<file path="src/rtl/apb_pkg.sv">
// Shared types and default widths for the APB initiator slice.
package apb_pkg;

  localparam int unsigned APB_ADDR_W = 8;
  localparam int unsigned APB_DATA_W = 32;

  typedef enum logic [1:0] {
    APB_IDLE   = 2'd0,
    APB_SETUP  = 2'd1,
    APB_ACCESS = 2'd2
  } apb_state_e;

endpackage

</file>
<file path="src/rtl/apb_master_if.sv">
// APB3 bus bundle between one initiator and its responders.
interface apb_master_if import apb_pkg::*; #(
  parameter int unsigned ADDR_WIDTH = APB_ADDR_W,
  parameter int unsigned DATA_WIDTH = APB_DATA_W
);

  logic                  PSEL;
  logic                  PENABLE;
  logic                  PWRITE;
  logic [ADDR_WIDTH-1:0] PADDR;
  logic [DATA_WIDTH-1:0] PWDATA;
  logic [DATA_WIDTH-1:0] PRDATA;
  logic                  PREADY;
  logic                  PSLVERR;

  modport master (
    output PSEL, PENABLE, PWRITE, PADDR, PWDATA,
    input  PRDATA, PREADY, PSLVERR
  );

  modport slave (
    input  PSEL, PENABLE, PWRITE, PADDR, PWDATA,
    output PRDATA, PREADY, PSLVERR
  );

endinterface

</file>
<file path="src/rtl/apb_master.sv">
// APB3 initiator: one host command at a time through SETUP/ACCESS, with a
// PREADY watchdog that aborts hung transfers and a one-cycle response pulse.
module apb_master import apb_pkg::*; #(
  parameter int unsigned ADDR_WIDTH     = APB_ADDR_W,
  parameter int unsigned DATA_WIDTH     = APB_DATA_W,
  parameter int unsigned TIMEOUT_CYCLES = 16
) (
  input  logic                  PCLK,
  input  logic                  PRESETn,
  input  logic                  cmd_valid,
  output logic                  cmd_ready,
  input  logic                  cmd_write,
  input  logic [ADDR_WIDTH-1:0] cmd_addr,
  input  logic [DATA_WIDTH-1:0] cmd_wdata,
  output logic                  rsp_valid,
  output logic [DATA_WIDTH-1:0] rsp_rdata,
  output logic                  rsp_err,
  output logic                  rsp_timeout,
  apb_master_if.master          apb
);

  // Counter keeps at least one bit so a disabled watchdog still elaborates.
  localparam int unsigned CNT_W = (TIMEOUT_CYCLES == 0) ? 1 : $clog2(TIMEOUT_CYCLES + 1);
  localparam logic [CNT_W-1:0] CNT_MAX   = '1;
  localparam logic [CNT_W-1:0] CNT_LIMIT = CNT_W'(TIMEOUT_CYCLES);
  localparam bit               WDOG_EN   = (TIMEOUT_CYCLES != 0);

  apb_state_e            state, state_nxt;
  logic [CNT_W-1:0]      wd_cnt, wd_cnt_nxt;
  logic                  psel_nxt, penable_nxt, pwrite_nxt;
  logic [ADDR_WIDTH-1:0] paddr_nxt;
  logic [DATA_WIDTH-1:0] pwdata_nxt;
  logic                  rsp_valid_nxt, rsp_err_nxt, rsp_timeout_nxt;
  logic [DATA_WIDTH-1:0] rsp_rdata_nxt;

  assign cmd_ready = (state == APB_IDLE);

  // Next-state, bus and response decode.
  always_comb begin
    state_nxt       = state;
    wd_cnt_nxt      = wd_cnt;
    pwrite_nxt      = apb.PWRITE;
    paddr_nxt       = apb.PADDR;
    pwdata_nxt      = apb.PWDATA;
    rsp_valid_nxt   = 1'b0;
    rsp_rdata_nxt   = '0;
    rsp_err_nxt     = 1'b0;
    rsp_timeout_nxt = 1'b0;

    case (state)
      APB_IDLE: begin
        if (cmd_valid) begin
          state_nxt  = APB_SETUP;
          pwrite_nxt = cmd_write;
          paddr_nxt  = cmd_addr;
          pwdata_nxt = cmd_wdata;
        end
      end

      APB_SETUP: begin
        state_nxt  = APB_ACCESS;
        wd_cnt_nxt = '0;
      end

      APB_ACCESS: begin
        if (apb.PREADY) begin
          state_nxt     = APB_IDLE;
          rsp_valid_nxt = 1'b1;
          rsp_rdata_nxt = apb.PWRITE ? '0 : apb.PRDATA;
          rsp_err_nxt   = apb.PSLVERR;
        end else begin
          wd_cnt_nxt = (wd_cnt == CNT_MAX) ? wd_cnt : wd_cnt + CNT_W'(1);
          if (WDOG_EN && (wd_cnt_nxt == CNT_LIMIT)) begin
            state_nxt       = APB_IDLE;
            rsp_valid_nxt   = 1'b1;
            rsp_err_nxt     = 1'b1;
            rsp_timeout_nxt = 1'b1;
          end
        end
      end

      default: state_nxt = APB_IDLE;
    endcase

    psel_nxt    = (state_nxt != APB_IDLE);
    penable_nxt = (state_nxt == APB_ACCESS);
  end

  // State, watchdog and all registered outputs.
  always_ff @(posedge PCLK or negedge PRESETn) begin
    if (!PRESETn) begin
      state       <= APB_IDLE;
      wd_cnt      <= '0;
      apb.PSEL    <= 1'b0;
      apb.PENABLE <= 1'b0;
      apb.PWRITE  <= 1'b0;
      apb.PADDR   <= '0;
      apb.PWDATA  <= '0;
      rsp_valid   <= 1'b0;
      rsp_rdata   <= '0;
      rsp_err     <= 1'b0;
      rsp_timeout <= 1'b0;
    end else begin
      state       <= state_nxt;
      wd_cnt      <= wd_cnt_nxt;
      apb.PSEL    <= psel_nxt;
      apb.PENABLE <= penable_nxt;
      apb.PWRITE  <= pwrite_nxt;
      apb.PADDR   <= paddr_nxt;
      apb.PWDATA  <= pwdata_nxt;
      rsp_valid   <= rsp_valid_nxt;
      rsp_rdata   <= rsp_rdata_nxt;
      rsp_err     <= rsp_err_nxt;
      rsp_timeout <= rsp_timeout_nxt;
    end
  end

endmodule

</file>
<file path="src/flat_wrapper.sv">
// flat-port wrapper written by rule: the top's interface ports become plain ports
module apb_master_flat import apb_pkg::*;
#(
  parameter int unsigned ADDR_WIDTH     = APB_ADDR_W,
  parameter int unsigned DATA_WIDTH     = APB_DATA_W,
  parameter int unsigned TIMEOUT_CYCLES = 16
)
  (PCLK, PRESETn, cmd_valid, cmd_ready, cmd_write, cmd_addr, cmd_wdata, rsp_valid, rsp_rdata, rsp_err, rsp_timeout, apb_PSEL, apb_PENABLE, apb_PWRITE, apb_PADDR, apb_PWDATA, apb_PRDATA, apb_PREADY, apb_PSLVERR);
  apb_master_if #(.ADDR_WIDTH(ADDR_WIDTH), .DATA_WIDTH(DATA_WIDTH)) apb_i ();
  input  logic PCLK;
  input  logic PRESETn;
  input  logic cmd_valid;
  output logic cmd_ready;
  input  logic cmd_write;
  input  logic [ADDR_WIDTH-1:0] cmd_addr;
  input  logic [DATA_WIDTH-1:0] cmd_wdata;
  output logic rsp_valid;
  output logic [DATA_WIDTH-1:0] rsp_rdata;
  output logic rsp_err;
  output logic rsp_timeout;
  output wire logic [$bits(apb_i.PSEL)-1:0] apb_PSEL;
  output wire logic [$bits(apb_i.PENABLE)-1:0] apb_PENABLE;
  output wire logic [$bits(apb_i.PWRITE)-1:0] apb_PWRITE;
  output wire logic [$bits(apb_i.PADDR)-1:0] apb_PADDR;
  output wire logic [$bits(apb_i.PWDATA)-1:0] apb_PWDATA;
  input wire logic [$bits(apb_i.PRDATA)-1:0] apb_PRDATA;
  input wire logic [$bits(apb_i.PREADY)-1:0] apb_PREADY;
  input wire logic [$bits(apb_i.PSLVERR)-1:0] apb_PSLVERR;
  assign apb_PSEL = apb_i.PSEL;
  assign apb_PENABLE = apb_i.PENABLE;
  assign apb_PWRITE = apb_i.PWRITE;
  assign apb_PADDR = apb_i.PADDR;
  assign apb_PWDATA = apb_i.PWDATA;
  assign apb_i.PRDATA = apb_PRDATA;
  assign apb_i.PREADY = apb_PREADY;
  assign apb_i.PSLVERR = apb_PSLVERR;
  apb_master #(.ADDR_WIDTH(ADDR_WIDTH), .DATA_WIDTH(DATA_WIDTH), .TIMEOUT_CYCLES(TIMEOUT_CYCLES)) u_core (.PCLK(PCLK), .PRESETn(PRESETn), .cmd_valid(cmd_valid), .cmd_ready(cmd_ready), .cmd_write(cmd_write), .cmd_addr(cmd_addr), .cmd_wdata(cmd_wdata), .rsp_valid(rsp_valid), .rsp_rdata(rsp_rdata), .rsp_err(rsp_err), .rsp_timeout(rsp_timeout), .apb(apb_i));
endmodule
</file>
<file path="config.mk">
export PLATFORM = sky130hd
export DESIGN_NAME = apb_master_flat
export DESIGN_NICKNAME = d
export VERILOG_FILES = /design/src/rtl/apb_pkg.sv /design/src/rtl/apb_master_if.sv /design/src/rtl/apb_master.sv /design/src/flat_wrapper.sv
export SDC_FILE = /design/constraint.sdc
export NUM_CORES = 1
export LEC_CHECK = 0
export ABC_AREA = 1
export ABC_CLOCK_PERIOD_IN_PS = 3580
export BUFFER_PORTS_ARGS = -buffer_cell sky130_fd_sc_hd__buf_2
export CORE_ASPECT_RATIO = 0.8
export CORE_MARGIN = 3
export CORE_UTILIZATION = 35
export CTS_CLUSTER_SIZE = 25
export DETAILED_ROUTE_END_ITERATION = 10
export GPL_ROUTABILITY_DRIVEN = 0
export GPL_TIMING_DRIVEN = 0
export SYNTH_ARGS = -nofsm -noshare
export SYNTH_HDL_FRONTEND = slang
export SYNTH_SLANG_ARGS = --single-unit
</file>
<file path="constraint.sdc">
create_clock -name PCLK -period 3.58 [get_ports PCLK]
set_input_delay 0.358 -clock PCLK [delete_from_list [all_inputs] [get_ports PCLK]]
set_output_delay 0.358 -clock PCLK [all_outputs]
set_load 0.01 [all_outputs]
</file>
======== Word-level counts from Yosys, hierarchy flattened ========
Index checks and enable logic that the tools add are counted.
word-level totals
  bits in registers ....................... 85
  input bits .............................. 78
  output and inout bits ................... 79
  logic and storage cells ................. 40
operators by class
  $add $sub $neg .......................... 1
  equal/unequal tests ..................... 6
  mux-type cells .......................... 17
  reduce and logical (&&, ||, !) cells .... 5
operator list
  operator                                                               number
  32-bit 2-to-1 mux                                                      3
  5-bit equality test, second input constant                             2
  5-bit 2-to-1 mux                                                       2
  5-bit one-hot mux with 2 select lines                                  1
  1-bit 2-to-1 mux                                                       7
  2-bit 2-to-1 mux                                                       3
  2-bit one-hot mux with 3 select lines                                  1
  5-bit by 1-bit adder with 5-bit output, second input constant          1
  2-bit equality test, second input constant                             2
  2-bit AND reduction                                                    2
  2-bit nonzero test                                                     2
  2-bit by 1-bit equality test with 1-bit output, second input constant  1
  2-bit logical NOT                                                      1
  2-bit != test, second input constant                                   1

======== Longest topological paths before layout ========
  word-level depth ........................ 7
  gate-level depth with buffers ........... 9
  depth with buffers taken out ............ 9

======== Least setup slack after synthesis ========
No wires, ideal clock.
  kind .................................... register -> register
  from .................................... reg u_core.wd_cnt[0]
  to ...................................... reg u_core.apb.PSEL
  library setup time ...................... 0.128 ns
  arrival ................................. 1.213 ns
  required time ........................... 3.452 ns
  path slack .............................. 2.239 ns
  stages on the path, launching flop included .. 7
  buffers on the path ..................... 0
  clock period less this slack ............ 1.341 ns
  cells stage by stage .................... dfrtp_1 -> ha_1 -> xor2_1 -> nor2_1 -> nand3_2 -> nand2_1 -> nand3_1
between the ends
  longest elaborated chain between the ends .. 7
  elaborated cells on any way between the ends .. 8
  those cells by class .................... add/sub (1); eq/ne (2); mux (4); reduce/logical (1)
RTL lines
  element                                                                        line                 text
  start, declared                                                                apb_master.sv:29     logic [CNT_W-1:0] wd_cnt, wd_cnt_nxt;
  start signal, assigned                                                         apb_master.sv:105    wd_cnt <= wd_cnt_nxt;
  5-bit by 1-bit adder with 5-bit output or 5-bit equality test (tied branches)  apb_master.sv:72     wd_cnt_nxt = (wd_cnt == CNT_MAX) ? wd_cnt : wd_cnt + CNT_W'(1);
  5-bit 2-to-1 mux *                                                             apb_master.sv:72
  5-bit equality test *                                                          apb_master.sv:73     if (WDOG_EN && (wd_cnt_nxt == CNT_LIMIT)) begin
  2-bit 2-to-1 mux *                                                             apb_master.sv:73
  2-bit 2-to-1 mux *                                                             apb_master.sv:66     if (apb.PREADY) begin
  2-bit one-hot mux with 3 select lines *                                        apb_master.sv:50     case (state)
  2-bit nonzero test *                                                           apb_master.sv:85     psel_nxt = (state_nxt != APB_IDLE);
  net u_core.psel_nxt                                                            apb_master.sv:30     logic psel_nxt, penable_nxt, pwrite_nxt;
  end signal, assigned                                                           apb_master.sv:106    apb.PSEL <= psel_nxt;
  end, declared                                                                  apb_master_if.sv:17  output PSEL, PENABLE, PWRITE, PADDR, PWDATA,
The timed path passes the listed nets; every way through them passes the cells marked *.
A chain may end at the register's enable or synchronous reset.

======== Worst setup path after layout ========
Same ends and word-level chain as after synthesis.

==> results.py <==
metrics = {
    "outcome": {
        "status": "complete, no violations",
    },
    "placement": {
        "dpl_worst_slack_ns": 2.12,
        "dpl.hpwl_um": 5920,
        "io_buffers": 156,
        "placed_cells": 616,
    },
    "clock_tree": {
        "tritoncts": "yes",
        "clk_pin_slew_ns": 0.06,
        "post_cts_buffers": 0,
        "clkLatencyLatePin_ns": 0.33,
        "cts.path.max_buffers": 2,
        "htreeDepth": 3,
        "cts_sinks": 85,
        "cts_buffers": 9,
        "postCtsHoldBufs": 0,
        "ctsResizeCount": 0,
        "cts_root_buffer": "clkbuf_16",
    },
    "finish": {
        "drive_gt1_share_pct": 39.0,
        "fin_util_pct": 51.7,
        "layout_commonest_cell": "nand2_1",
        "register_area_mm2": 0.00213,
        "fillers": 826,
        "final_cell_mix": "nand2_1, buf_2, dfrtp_1",
        "num_antenna_cells": 0,
        "finalNonFillerCells": 632,
        "nets": 594,
        "multiInputGateArea_um2": 950,
        "area_growth_pct": 39.7,
    },
    "global_route": {
        "grt_start_max_net_pins": 46,
        "grt-ovfl-total": 0,
        "grt_pass1_wl_um": 13500,
        "grt_pass1_vias": 2795,
        "grt.total_usage_pct": 16.5,
        "antenna_found_initial": 0,
    },
    "synth": {
        "synth_cells": 347,
        "synth_area_mm2": 0.00322,
        "synth.net_count": 426,
        "ys_ff_latch": 85,
        "avgSynthCellArea_um2": 9.28,
        "ys_seq_area_share_pct": 66.0,
        "ys.warnings.count": 0,
        "synth.distinct_cells": 20,
    },
    "floorplan": {
        "fp.dieH_um": 91.8,
        "rows": 30,
        "dieArea_mm2": 0.0104,
        "initial_core_util_pct": 37.0,
        "die_x_um": 113,
        "pin_count": 157,
        "core_mm2": 0.00871,
    },
    "timing": {
        "rsz0062_at_grt": "false",
        "max_freq_ghz": 0.685,
        "setup_slack_ns": 2.12,
        "tightest_slew_ns": 0.548,
        "timing.final.crit_share_pct": 40.8,
        "slew_viol_final": 0,
        "fin_skew_ns": 0.00397,
        "fin_crit_ns": 1.46,
        "tns_ns": 0,
        "relSlewSlack_pct": 63.5,
        "finalHoldViolCount": 0,
        "setup_viol": 0,
    },
    "setup_path": {
        "slowest_stage": "dfrtp_1",
        "r2r_start": "u_core.wd_cnt[0]$_DFFE_PN0P_",
        "critical_path_class": "flip-flop to flip-flop",
        "cp.required_ns": 3.79,
        "reg2reg_depth": 6,
        "critPathMaxFanout": 5,
        "crit_path_start_kind": "flip-flop",
        "critPathCaptureType": "flip-flop",
        "max_stage_delay_ns": 0.43,
        "reg2reg_to": "u_core.apb.PSEL$_DFF_PN0_",
        "critPathArrivalTime_ns": 1.67,
        "cp_cell_sequence": "ha_1 -> xor2_1 -> nor2_1 -> nand3_2 -> nand2_1 -> nand3_1",
        "r2r_slack_ns": 2.12,
    },
    "power": {
        "vdd_drop_max_mv": 0.373,
        "p_total_w": 0.00357,
        "power.density_mw_per_mm2": 794,
        "p_leak_nw": 2.64,
    },
    "routing": {
        "post-route-drc-count": 0,
        "drtIter0Drc": 132,
        "viasPerCell": 4.27,
        "wl_per_cell_um": 12.6,
        "routed_wl_um": 7940,
        "dr.pass1.iters": 4,
        "vias": 2698,
        "ant_nets": 0,
    },
    "run": {
        "maxCapViolCount": 0,
    },
    "worst_hold_path": {
        "min_path_type": "primary input to asynchronous set/reset pin",
    },
}
[critical path: cells and delay by family, from the launching register on]
kind | cells | cell delay, ns
and+or+nand+nor | 4 | 0.44
DFF | 1 | 0.43
adders and majority gates | 1 | 0.29
xor gates and xnor gates | 1 | 0.17
[metal layers]
metal  global-route usage, %  share of wire [%]
met1                    21.4                 45
met2                    24.3                 43
met3                    8.25                 11
met4                    5.11                1.4
met5                       0                  0
[cells in the mapped netlist]
cell / instances / share of area [%]
nand2_1: 166 / 19
dfrtp_1: 85 / 66
nor2_1: 38 / 4.4
buf_2: 10 / 1.6
inv_1: 10 / 1.2
nand2_2: 6 / 1.2
buf_4: 5 / 1.2
inv_2: 4 / 0.47
nand3_1: 4 / 0.62
o21ai_0: 4 / 0.62
nor2_2: 3 / 0.58
nand3_2: 2 / 0.62
nand4_1: 2 / 0.39
o21ai_1: 2 / 0.31
clkbuf_1: 1 / 0.12
ha_1: 1 / 0.39
nor2_4: 1 / 0.35
o22ai_1: 1 / 0.19
or2_1: 1 / 0.19
xor2_1: 1 / 0.27
[per-stage QoR]
step | hold WS [ns] | instance area [um2]
global placement | 0.458 | 4140
floorplan | 0.0624 | 3220
CTS | 0.0140 | 4500
detailed placement | 0.381 | 4170
finish | 0.00116 | 4500
global route | 0.0309 | 4500
[registers in the layout, summed over array words and instances, names as in the netlist]
signal,cells
u_core.apb.PSEL,1
u_core.state,2
u_core.apb.PWRITE,1
u_core.apb.PADDR,8
u_core.rsp_timeout,1
u_core.rsp_err,1
u_core.apb.PENABLE,1
u_core.apb.PWDATA,32
u_core.rsp_rdata,32
u_core.wd_cnt,5
u_core.rsp_valid,1
[power breakdown]
part           total, W  internal [W]  leakage [nW]  switching [W]
Sequential      0.00140       0.00126          1.11       0.000145
Combinational   0.00116      0.000448          1.37       0.000715
Clock           0.00101      0.000647         0.163       0.000360
Total           0.00357       0.00235          2.64        0.00122
[cell type report]
cell class,instances,area share (%)
clock buffers,12,5.70
multi-input cells,232,21.1
inverters,14,1.17
well taps,112,3.12
flip-flops and latches,85,47.3
clock inverters,4,1.56
repair buffers,157,18.0
plain buffers,16,2.03
[how the worst max path moves through the flow]
stage                                       startpoint  slack, ns                              to
final                     u_core.wd_cnt[0]$_DFFE_PN0P_       2.12       u_core.apb.PSEL$_DFF_PN0_
after global routing      u_core.wd_cnt[0]$_DFFE_PN0P_       1.95       u_core.apb.PSEL$_DFF_PN0_
after CTS                    u_core.state[0]$_DFF_PN0_       2.11                       cmd_ready
after detailed placement  u_core.wd_cnt[0]$_DFFE_PN0P_       2.12       u_core.apb.PSEL$_DFF_PN0_
after global placement                         PRESETn       1.45  u_core.rsp_rdata[22]$_DFF_PN0_
after floorplan           u_core.wd_cnt[0]$_DFFE_PN0P_       2.24       u_core.apb.PSEL$_DFF_PN0_
[cells by family after synthesis]
group / count (synthesis) / synth area share [%]
AOI/OAI and AO/OA: 7 / 1.13
xor gates and xnor gates: 1 / 0.272
buffers and inverters: 30 / 4.47
and+or+nand+nor: 223 / 27.7
DFF: 85 / 66.0
adders and majority gates: 1 / 0.388
(Power assumes the default switching activity.)
